<file path="src/rtl/rc_pkg.sv">
// Shared types and constants for the ripple-counter timer slice.
// Latency: n/a (package only).
// Backpressure: n/a.
package rc_pkg;

    localparam int RC_W = 4;

    localparam logic [RC_W-1:0] RC_WRAP_HI = 4'hF;
    localparam logic [RC_W-1:0] RC_WRAP_LO = 4'h0;

    typedef enum logic [1:0] {
        IDLE = 2'd0,
        ARM  = 2'd1,
        RUN  = 2'd2,
        DONE = 2'd3
    } state_t;

    // Step between two consecutive captured samples; a healthy counter only moves by 0 or 1.
    function automatic logic [RC_W-1:0] rc_delta(input logic [RC_W-1:0] cur, input logic [RC_W-1:0] prev);
        return cur - prev;
    endfunction

endpackage

</file>
<file path="src/rtl/rc_timer_if.sv">
// Request/status bundle between a timer client and rc_timer.
// Latency: n/a (wires only).
// Backpressure: none; start/ack are one-cycle requests, done is held until ack.
// Ports: start, target, ack (client -> timer); count, busy, done, err (timer -> client).
interface rc_timer_if #(
    parameter int CNT_W = 16
);
    logic             start;
    logic [CNT_W-1:0] target;
    logic             ack;
    logic [CNT_W-1:0] count;
    logic             busy;
    logic             done;
    logic             err;

    modport master (output start, output target, output ack,
                    input  count, input  busy,   input  done, input err);
    modport slave  (input  start, input  target, input  ack,
                    output count, output busy,   output done, output err);
endinterface

</file>
<file path="src/rtl/rc_sync.sv">
// Two-stage capture of the ripple counter nibble plus a primed flag.
// Latency: rc_q -> rc_s 1 clk, rc_p 2 clk; primed rises on the 2nd clk after reset release.
// Backpressure: none.
// Ports: clk, rst, rc_q in; rc_s (latest sample), rc_p (previous sample), primed out.
module rc_sync
    import rc_pkg::*;
(
    input  logic            clk,
    input  logic            rst,
    input  logic [RC_W-1:0] rc_q,
    output logic [RC_W-1:0] rc_s,
    output logic [RC_W-1:0] rc_p,
    output logic            primed
);

    // rc_q moves on the falling edge, so it is settled half a period before each rising edge.
    logic warm;

    always_ff @(posedge clk or posedge rst) begin
        if (rst) begin
            rc_s   <= '0;
            rc_p   <= '0;
            warm   <= 1'b0;
            primed <= 1'b0;
        end else begin
            rc_s   <= rc_q;
            rc_p   <= rc_s;
            warm   <= 1'b1;
            primed <= warm;
        end
    end

endmodule

</file>
<file path="src/rtl/rc_timer.sv">
// Extends the 4-bit ripple count to a wide count and runs a one-shot interval timer on it.
// Latency: rc_q -> count 2 clk; start -> busy 1 clk; start -> done max(target+1, 2) clk.
// Backpressure: start ignored unless idle; done held until ack.
// Ports: clk, rst (async, active high), rc_q (ripple counter nibble), bus (rc_timer_if.slave).
// Build option: RC_ERR_CHECK_EN enables the sticky err flag on illegal nibble steps.
module rc_timer
    import rc_pkg::*;
#(
    parameter int UPPER_W = 12
) (
    input  logic            clk,
    input  logic            rst,
    input  logic [RC_W-1:0] rc_q,
    rc_timer_if.slave       bus
);

    localparam int CNT_W = UPPER_W + RC_W;

    logic [RC_W-1:0]    rc_s;
    logic [RC_W-1:0]    rc_p;
    logic               primed;
    logic [UPPER_W-1:0] upper;
    logic [UPPER_W-1:0] upper_next;
    logic [CNT_W-1:0]   count_r;
    logic [CNT_W-1:0]   base;
    logic [CNT_W-1:0]   tgt;
    logic [CNT_W-1:0]   elapsed;
    logic               wrap;
    logic               start_ok;
    state_t             state;
    state_t             state_nxt;

    rc_sync u_sync (
        .clk    (clk),
        .rst    (rst),
        .rc_q   (rc_q),
        .rc_s   (rc_s),
        .rc_p   (rc_p),
        .primed (primed)
    );

    assign wrap       = primed && (rc_p == RC_WRAP_HI) && (rc_s == RC_WRAP_LO);
    assign upper_next = upper + UPPER_W'(wrap);
    // Modulo subtraction keeps intervals exact across a wrap of the wide count.
    assign elapsed    = count_r - base;
    assign start_ok   = (state == IDLE) && bus.start;

    always_ff @(posedge clk or posedge rst) begin
        if (rst) begin
            upper   <= '0;
            count_r <= '0;
            base    <= '0;
            tgt     <= '0;
            state   <= IDLE;
        end else begin
            upper   <= upper_next;
            count_r <= {upper_next, rc_s};
            if (start_ok) begin
                tgt <= bus.target;
            end
            if (state == ARM) begin
                base <= count_r;
            end
            state <= state_nxt;
        end
    end

    always_comb begin
        state_nxt = state;
        case (state)
            IDLE: if (bus.start) state_nxt = ARM;
            ARM:  state_nxt = RUN;
            RUN:  if (elapsed >= tgt) state_nxt = DONE;
            DONE: if (bus.ack) state_nxt = IDLE;
            default: state_nxt = IDLE;
        endcase
    end

    assign bus.count = count_r;
    assign bus.busy  = (state == ARM) || (state == RUN);
    assign bus.done  = (state == DONE);

`ifdef RC_ERR_CHECK_EN
    logic            err_r;
    logic [RC_W-1:0] delta;

    assign delta = rc_delta(rc_s, rc_p);

    // An accepted start clears the flag; the caller is expected to have seen it by then.
    always_ff @(posedge clk or posedge rst) begin
        if (rst) begin
            err_r <= 1'b0;
        end else if (start_ok) begin
            err_r <= 1'b0;
        end else if (primed && (delta > RC_W'(1))) begin
            err_r <= 1'b1;
        end
    end

    assign bus.err = err_r;
`else
    assign bus.err = 1'b0;
`endif

endmodule

</file>
<file path="src/flat_wrapper.sv">
// flat-port wrapper written by rule: the top's interface ports become plain ports
module rc_timer_flat import rc_pkg::*;
#(
    parameter int UPPER_W = 12
)
  (clk, rst, rc_q, bus_start, bus_target, bus_ack, bus_count, bus_busy, bus_done, bus_err);
  rc_timer_if #(.CNT_W(16)) bus_i ();
  input  logic clk;
  input  logic rst;
  input  logic [RC_W-1:0] rc_q;
  input wire logic [$bits(bus_i.start)-1:0] bus_start;
  input wire logic [$bits(bus_i.target)-1:0] bus_target;
  input wire logic [$bits(bus_i.ack)-1:0] bus_ack;
  output wire logic [$bits(bus_i.count)-1:0] bus_count;
  output wire logic [$bits(bus_i.busy)-1:0] bus_busy;
  output wire logic [$bits(bus_i.done)-1:0] bus_done;
  output wire logic [$bits(bus_i.err)-1:0] bus_err;
  assign bus_i.start = bus_start;
  assign bus_i.target = bus_target;
  assign bus_i.ack = bus_ack;
  assign bus_count = bus_i.count;
  assign bus_busy = bus_i.busy;
  assign bus_done = bus_i.done;
  assign bus_err = bus_i.err;
  rc_timer #(.UPPER_W(UPPER_W)) u_core (.clk(clk), .rst(rst), .rc_q(rc_q), .bus(bus_i));
endmodule
</file>
<file path="config.mk">
export PLATFORM = sky130hd
export DESIGN_NAME = rc_timer_flat
export DESIGN_NICKNAME = d
export VERILOG_FILES = /design/src/rtl/rc_pkg.sv /design/src/rtl/rc_timer_if.sv /design/src/rtl/rc_sync.sv /design/src/rtl/rc_timer.sv /design/src/flat_wrapper.sv
export SDC_FILE = /design/constraint.sdc
export NUM_CORES = 1
export LEC_CHECK = 0
export BUFFER_PORTS_ARGS = -buffer_cell sky130_fd_sc_hd__buf_2
export CAP_MARGIN = 20
export CORE_ASPECT_RATIO = 1.25
export CORE_MARGIN = 1
export CORE_UTILIZATION = 60
export CTS_BUF_LIST = sky130_fd_sc_hd__clkbuf_4
export CTS_CLUSTER_SIZE = 10
export DETAILED_ROUTE_END_ITERATION = 10
export GPL_TIMING_DRIVEN = 0
export HOLD_SLACK_MARGIN = 0.06
export MAX_ROUTING_LAYER = met4
export PLACE_DENSITY = 0.87
export SLEW_MARGIN = 5
export SYNTH_ARGS = -nofsm -noshare
export SYNTH_HDL_FRONTEND = slang
export SYNTH_SLANG_ARGS = --single-unit
</file>
<file path="constraint.sdc">
create_clock -name clk -period 3.8 [get_ports clk]
set_input_delay 0.57 -clock clk [delete_from_list [all_inputs] [get_ports clk]]
set_output_delay 0.57 -clock clk [all_outputs]
set_load 0.02 [all_outputs]
</file>
==> flow_summary_export.csv, run 1 <==
group,metric,value,unit
yosys,synth_cell_types,41,
yosys,post_synth.cell_area_avg,10.3,um2
critical_path,worstReg2RegStart,"u_core.base[1]$_DFFE_PP0N_",
yosys,synthesis.area,3280,um2
clock_tree,numCtsBuffers,5,
global_routing,first_global_vias,2410,
sta,final_cycle_utilization_of_the_critical_path,96.7,%
yosys,synth_seq_area_share,42.7,%
finish,layout.nets,439,
worst_hold_path,hold_path_class,"input port to async pin",
clock_tree,clkTransAtPathRegs,0.18,ns
global_routing,grt_first_pass_wirelength,10400,um
sta,max_clock_freq,0.272,GHz
global_routing,number_of_antenna_violations_at_the_first_check_in_global_routing,0,
sta,skew,0.0251,ns
clock_tree,clock_tree.root_cell,"clkbuf_4",
critical_path,crit_chain,"inv_2 > ha_1 > nor2b_2 > o2111ai_2 > a211oi_4 > o41ai_4 > o21ai_2 > xnor2_1 > ha_1 > a21o_1 > a21o_1 > a21oi_4 > o31a_1 > nor3b_1 > or4_1",
yosys,synth_async_reset_ratio,100,%
placement,finalWeightedCongestion,0.887,
pwr,pwr_density_cell,646,nW/um2
sta,report.final.setup_viol,0,
floorplanning,width_of_the_die,68.1,um
critical_path,crit_path_max_fanout,4,
global_routing,grt_use_met3,4.21,%
floorplanning,core-area,5150,um2
route,drc,0,
yosys,postSynthNetCount,381,
clock_tree,cts_max_level,2,
global_routing,grt_usage,24.8,%
critical_path,worst_ep_required_time,4.10,ns
clock_tree,cts.path.max_buffers,2,
global_routing,global_route.usage.met1,29.6,%
finish,post_route_cells_drive_above_1_share,23.9,%
clock_tree,clock_latency,0.40,ns
critical_path,worstSetupStartpoint,"u_core.base[1]$_DFFE_PP0N_",
floorplanning,chipHeight,84.7,um
critical_path,worst-endpoint-arrival,3.97,ns
global_routing,top_usage_layer,"met2",
route,initialDrtViolationCount,111,
route,routed_wirelength_normalized_by_instance_count,14.6,um
floorplanning,boundary_pins,43,
placement,portBuffers,41,
finish,multi_input_comb_area,1760,um2
finish,fillCellCount,349,
pwr,design_power,0.00243,W
global_routing,grt_overflow,0,
clock_tree,cts_tree,"built",
sta,tightestPinTransition,0.612,ns
yosys,synthFlopType,"dfrtp_1",
critical_path,cp_slowest_stage_delay,0.50,ns
finish,register_area,1400,um2
status,status,"finished clean",
route,vias,2444,
route,totalWireLength,6410,um
placement,place_hpwl,4700,um
route,route.detailed.vias_per_inst,5.57,
placement,dp.cells,422,
sta,max_slew_headroom,59.1,%
flow_run,maxCapViolCount,0,
global_routing,largest_net_degree_at_the_start_of_global_routing,30,
pwr,p_leak,1.97,nW
sta,min_period,3.67,ns
yosys,synth.yosys.warnings,0,
finish,antenna_cells,0,
pwr,vdd.ir_drop.worst,0.000340,V
finish,areaGrowthSynthToFinish,14.6,%
sta,number_of_slew_limit_violations_in_the_final_report,0,
yosys,postSynthRegisterBits,56,
global_routing,grtUsageMet2,40.5,%
yosys,synthCells,318,
floorplanning,initial_utilization,63.6,%
critical_path,start_kind,"flop",
sta,final_hold_viol_count,0,
route,detailedRoute.firstPassIterationCount,4,
floorplanning,fp.dieArea,5770,um2
critical_path,worstSetupEndpointType,"flop",
clock_tree,clock-sinks,56,
finish,fin_cells,439,
floorplanning,rows,29,
critical_path,cp_slowest_cell,"or4_1",
route,drt.antenna.violating_nets,0,
yosys,synth_enable_flop_cells,0,
critical_path,critical_path_class,"flop to flop",
==> final cells by class <==
cell class / count / share of cell area (%)
Buffer: 5 / 0.599
Clock buffer: 5 / 0.999
Clock inverter: 3 / 0.599
Inverter: 39 / 3.90
Multi-Input combinational cell: 218 / 46.8
Sequential cell: 56 / 37.3
Tap cell: 62 / 2.06
Timing Repair Buffer: 51 / 7.79
==> power by group <==
part | internal (W) | leakage [nW] | switching (W)
registers | 0.000726 | 0.713 | 0.0000749
logic | 0.000647 | 1.22 | 0.000705
clock network | 0.0000753 | 0.0356 | 0.000199
==> synthesized netlist by cell type, types with 3 or more instances <==
cell,instances,area [um2]
o21ai_0,17,85.1
nand2_1,26,97.6
a21o_1,13,97.6
nor2b_1,4,25.0
mux2_2,18,203
clkbuf_1,4,15.0
xnor2_1,17,149
dfrtp_1,56,1400
nor2_1,12,45.0
ha_1,38,475
o21a_1,3,22.5
inv_1,39,146
nand3_1,8,40.0
and3_1,6,37.5
nand4_1,5,31.3
xor2_1,6,52.6
nor3_1,4,20.0
a21oi_1,13,65.1
o21ai_1,3,15.0
==> worst paths after layout <==
path | endpoint | slack (ns) | depth (start not counted)
hold reg to reg | u_core.u_sync.primed$_DFF_PP0_ | 0.38 | 0
min in group clk | u_core.u_sync.rc_s[1]$_DFF_PP0_ | 0.28 | 1
max in group asynchronous | u_core.base[14]$_DFFE_PP0N_ | 3.02 | 3
hold / removal | u_core.base[4]$_DFFE_PP0N_ | 0.20 | 2
setup reg to reg | u_core.state[1]$_DFFE_PP0P_ | 0.13 | 15
setup / recovery | u_core.state[1]$_DFFE_PP0P_ | 0.13 | 15
==> per-stage QoR <==
step           cell area [um2]  utilization [%]  hold WS [ns]  setup slack (ns)  TNS (ns)
6_report                  3760             72.9         0.202             0.125         0
2_1_floorplan             3280                -         0.331             0.295         0
3_3_place_gp              3560             69.1         0.332             0.162         0
4_1_cts                   3640             70.7         0.235            0.0390         0
3_5_place_dp              3580             69.5         0.349            0.0681         0
5_1_grt                   3760             72.9         0.251           -0.0381   -0.0381
==> logic make-up after synthesis <==
group	count (synthesis)	synth area share (%)
buffers and inverters	44	5.15
and+or+nand+nor	73	10.8
xor gates and xnor gates	23	6.14
DFF	56	42.7
AOI/OAI and AO/OA	63	13.7
muxes	18	6.18
adders and majority gates	39	15.1
other	2	0.229
==> placed cells by master (no fill, tap or decap), drive strengths merged, types with 3 or more instances in the layout <==
master | netlist | final
dfrtp | 56 | 56
buf | 1 | 52
inv | 39 | 40
ha | 38 | 38
nand2 | 26 | 26
o21ai | 20 | 20
mux2 | 18 | 18
xnor2 | 17 | 17
a21oi | 14 | 14
a21o | 13 | 13
nor2 | 12 | 12
clkbuf | 4 | 9
nand3 | 8 | 8
and3 | 6 | 6
xor2 | 6 | 6
nand4 | 5 | 5
nor3 | 4 | 4
nor2b | 4 | 4
o21a | 3 | 3
==> sequential cells by signal, indices dropped and copies added (netlist names) <==
signal,count
u_core.base,16
u_core.tgt,16
u_core.upper,11
u_core.bus.count,5
u_core.u_sync.rc_s,4
u_core.state,2
u_core.u_sync.primed,1
u_core.u_sync.warm,1
==> worst max-delay path, delay by kind of cell, from the launching register on <==
family | cells | cell delay, ns
AOI/OAI and AO/OA | 8 | 1.60
and+or+nand+nor | 3 | 0.72
adders and majority gates | 2 | 0.56
DFF | 1 | 0.42
xor gates and xnor gates | 1 | 0.20
buffers and inverters | 1 | 0.05
==> what timing repair did <==
| item | in CTS | in global routing |
|---|---|---|
| resized for setup | 0 | 9 |
| buffers inserted | 0 | 9 |
| endpoints found under the setup margin | 0 | 1 |
| hold buffers | 0 | 0 |
==> layer usage <==
layer  part of all wire, %  up-vias
li1                      -     1200
met1                    42     1173
met2                    52       57
met3                   3.4       14
met4                   2.8        0
met5                     0        -
(Power assumes the default switching activity.)
==> inputs of run 2 (changes only) <==
--- a/config.mk
+++ b/config.mk
@@ -10,7 +10,7 @@
 export CORE_ASPECT_RATIO = 1.25
 export CORE_MARGIN = 1
 export CORE_UTILIZATION = 60
-export CTS_BUF_LIST = sky130_fd_sc_hd__clkbuf_4
+export CTS_BUF_LIST = sky130_fd_sc_hd__clkbuf_4 sky130_fd_sc_hd__clkbuf_8
 export CTS_CLUSTER_SIZE = 10
 export DETAILED_ROUTE_END_ITERATION = 10
 export GPL_TIMING_DRIVEN = 0
==> run 2 against run 1 <==
  * Worst setup slack gained 0.042 ns
  * Sequential power is essentially flat
  * Global-route usage grew 0.51 points
  * Highest routed layer unchanged
  * Largest power group unchanged
  * Die area is the same
  * Clock power grew 24%
  * Combinational power is essentially flat
  * Critical endpoint unchanged
  * Sequential share of layout area is essentially flat
  * Power grew 1.9%
  * Sequential cell count is the same
  * Clock skew shrank 0.016 ns
  * Register-to-register slack gained 0.04 ns
  * Worst hold slack gained 0.098 ns
==> flow_summary_export.csv, run 2 (same netlist as run 1, synthesis figures left out) <==
group,metric,value,unit
status,status,"finished clean",
finish,post_route_cells_drive_above_1_share,23.7,%
pwr,p_leak,1.96,nW
placement,place_hpwl,4700,um
pwr,vdd.ir_drop.worst,0.000438,V
global_routing,grt_usage,25.3,%
clock_tree,numCtsBuffers,5,
floorplanning,fp.dieArea,5770,um2
floorplanning,boundary_pins,43,
clock_tree,clock_latency,0.33,ns
route,drt.antenna.violating_nets,0,
placement,portBuffers,41,
global_routing,first_global_vias,2445,
floorplanning,rows,29,
global_routing,global_route.usage.met1,29.3,%
floorplanning,chipHeight,84.7,um
clock_tree,cts_tree,"built",
placement,dp.cells,422,
sta,hold_ws,0.300,ns
global_routing,grtUsageMet2,41.7,%
finish,mostFrequentLayoutCells,"dfrtp_1, buf_2, inv_1, ha_1, nand2_1",
finish,multi_input_comb_area,1770,um2
flow_run,maxCapViolCount,0,
sta,skew,0.00873,ns
critical_path,worst_ep_required_time,4.01,ns
clock_tree,clock_tree.root_cell,"clkbuf_8",
clock_tree,cts_max_level,2,
global_routing,top_usage_layer,"met2",
finish,largest_regs,"u_core.base: 16 flops, u_core.tgt: 16 flops, u_core.upper: 11 flops",
finish,fillCellCount,345,
route,route.detailed.vias_per_inst,5.59,
route,vias,2427,
clock_tree,clkTransAtPathRegs,0.11,ns
route,drc,0,
sta,number_of_slew_limit_violations_in_the_final_report,0,
floorplanning,width_of_the_die,68.1,um
sta,final_cycle_utilization_of_the_critical_path,95.6,%
finish,antenna_cells,0,
global_routing,grt_first_pass_wirelength,10600,um
sta,tightestPinTransition,0.614,ns
route,routed_wirelength_normalized_by_instance_count,14.9,um
critical_path,critical_path_class,"flop to flop",
route,initialDrtViolationCount,116,
critical_path,start_kind,"flop",
critical_path,worst-endpoint-arrival,3.84,ns
finish,areaGrowthSynthToFinish,14.8,%
global_routing,largest_net_degree_at_the_start_of_global_routing,30,
global_routing,grt_overflow,0,
sta,max_slew_headroom,59.0,%
finish,layout.nets,434,
critical_path,cp_slowest_stage_delay,0.50,ns
sta,final_hold_viol_count,0,
route,totalWireLength,6480,um
floorplanning,core-area,5150,um2
clock_tree,cts.path.max_buffers,2,
global_routing,number_of_antenna_violations_at_the_first_check_in_global_routing,0,
critical_path,cp_slowest_cell,"or4_1",
finish,register_area,1400,um2
global_routing,grt_use_met3,5.30,%
critical_path,crit_chain,"inv_2 > ha_1 > nor2b_4 > o2111ai_2 > a211oi_4 > o41ai_4 > o21ai_2 > xnor2_1 > ha_1 > a21o_1 > a21o_1 > a21oi_4 > o31a_1 > nor3b_1 > or4_1",
finish,fin_cells,434,
pwr,pwr_density_cell,657,nW/um2
clock_tree,clock-sinks,56,
finish,final_common_cell,"dfrtp_1",
critical_path,worstSetupEndpointType,"flop",
placement,finalWeightedCongestion,0.887,
worst_hold_path,hold_path_class,"input port to async pin",
pwr,design_power,0.00247,W
sta,report.final.setup_viol,0,
route,detailedRoute.firstPassIterationCount,4,
sta,max_clock_freq,0.275,GHz
critical_path,crit_path_max_fanout,4,
floorplanning,initial_utilization,63.6,%
sta,min_period,3.63,ns
==> run 2: layout make-up <==
type,instances,share of cell area (%)
tap,62,2.06
buffer,5,0.598
clock buffer,5,1.83
inverter,39,3.89
timing repair buffer,46,6.78
multi-input combinational,218,47.0
clock inverter,3,0.598
sequential,56,37.3
==> run 2: through the flow <==
step | utilization (%) | setup slack (ns) | cell area [um2] | setup TNS, ns
floorplan | - | 0.295 | 3280 | 0
global placement | 69.1 | 0.162 | 3560 | 0
detailed placement | 69.5 | 0.0681 | 3580 | 0
CTS | 71.3 | 0.0328 | 3670 | 0
global route | 73.0 | -0.0311 | 3760 | -0.0311
finish | 73.0 | 0.167 | 3760 | 0
==> run 2: where the power goes <==
part | internal [W] | switching [W] | leakage, nW | total (W)
clock | 0.000133 | 0.000208 | 0.0485 | 0.000340
combinational | 0.000630 | 0.000702 | 1.20 | 0.00133
sequential | 0.000727 | 0.0000738 | 0.711 | 0.000801
total | 0.00149 | 0.000983 | 1.96 | 0.00247
==> run 2: worst max-delay path: cells and delay by family (launching register included) <==
kind / cells / cell delay, ns
flip-flops: 1 / 0.40
AND/OR/NAND/NOR: 3 / 0.69
XOR/XNOR: 1 / 0.20
AO/OA/AOI/OAI: 8 / 1.63
buffers and inverters: 1 / 0.05
adder cells (fa/ha/maj): 2 / 0.56
==> run 2: per-layer routing <==
layer / up-vias / wire [um] / part of all wire (%)
li1: 1188 / - / -
met3: 14 / 256 / 3.9
met1: 1161 / 2690 / 42
met5: - / 0 / 0
met4: 0 / 140 / 2.2
met2: 64 / 3390 / 52
==> run 2: timing repair <==
action,4_1_cts,5_1_grt
setup endpoints to repair,0,1
gates resized for setup,0,13
hold buffers,0,0
buffers inserted,0,4
==> run 2: final timing paths <==
| kind | from | end | slack [ns] | cells past startpoint |
|---|---|---|---|---|
| setup reg to reg | u_core.base[1]$_DFFE_PP0N_ | u_core.state[1]$_DFFE_PP0P_ | 0.17 | 15 |
| hold reg to reg | u_core.u_sync.warm$_DFF_PP0_ | u_core.u_sync.primed$_DFF_PP0_ | 0.37 | 0 |
| setup / recovery | u_core.base[1]$_DFFE_PP0N_ | u_core.state[1]$_DFFE_PP0P_ | 0.17 | 15 |
| hold / removal | rst | u_core.base[4]$_DFFE_PP0N_ | 0.30 | 2 |
| min in group clk | rc_q[1] | u_core.u_sync.rc_s[1]$_DFF_PP0_ | 0.35 | 1 |
| max in group asynchronous | rst | u_core.base[14]$_DFFE_PP0N_ | 2.94 | 3 |
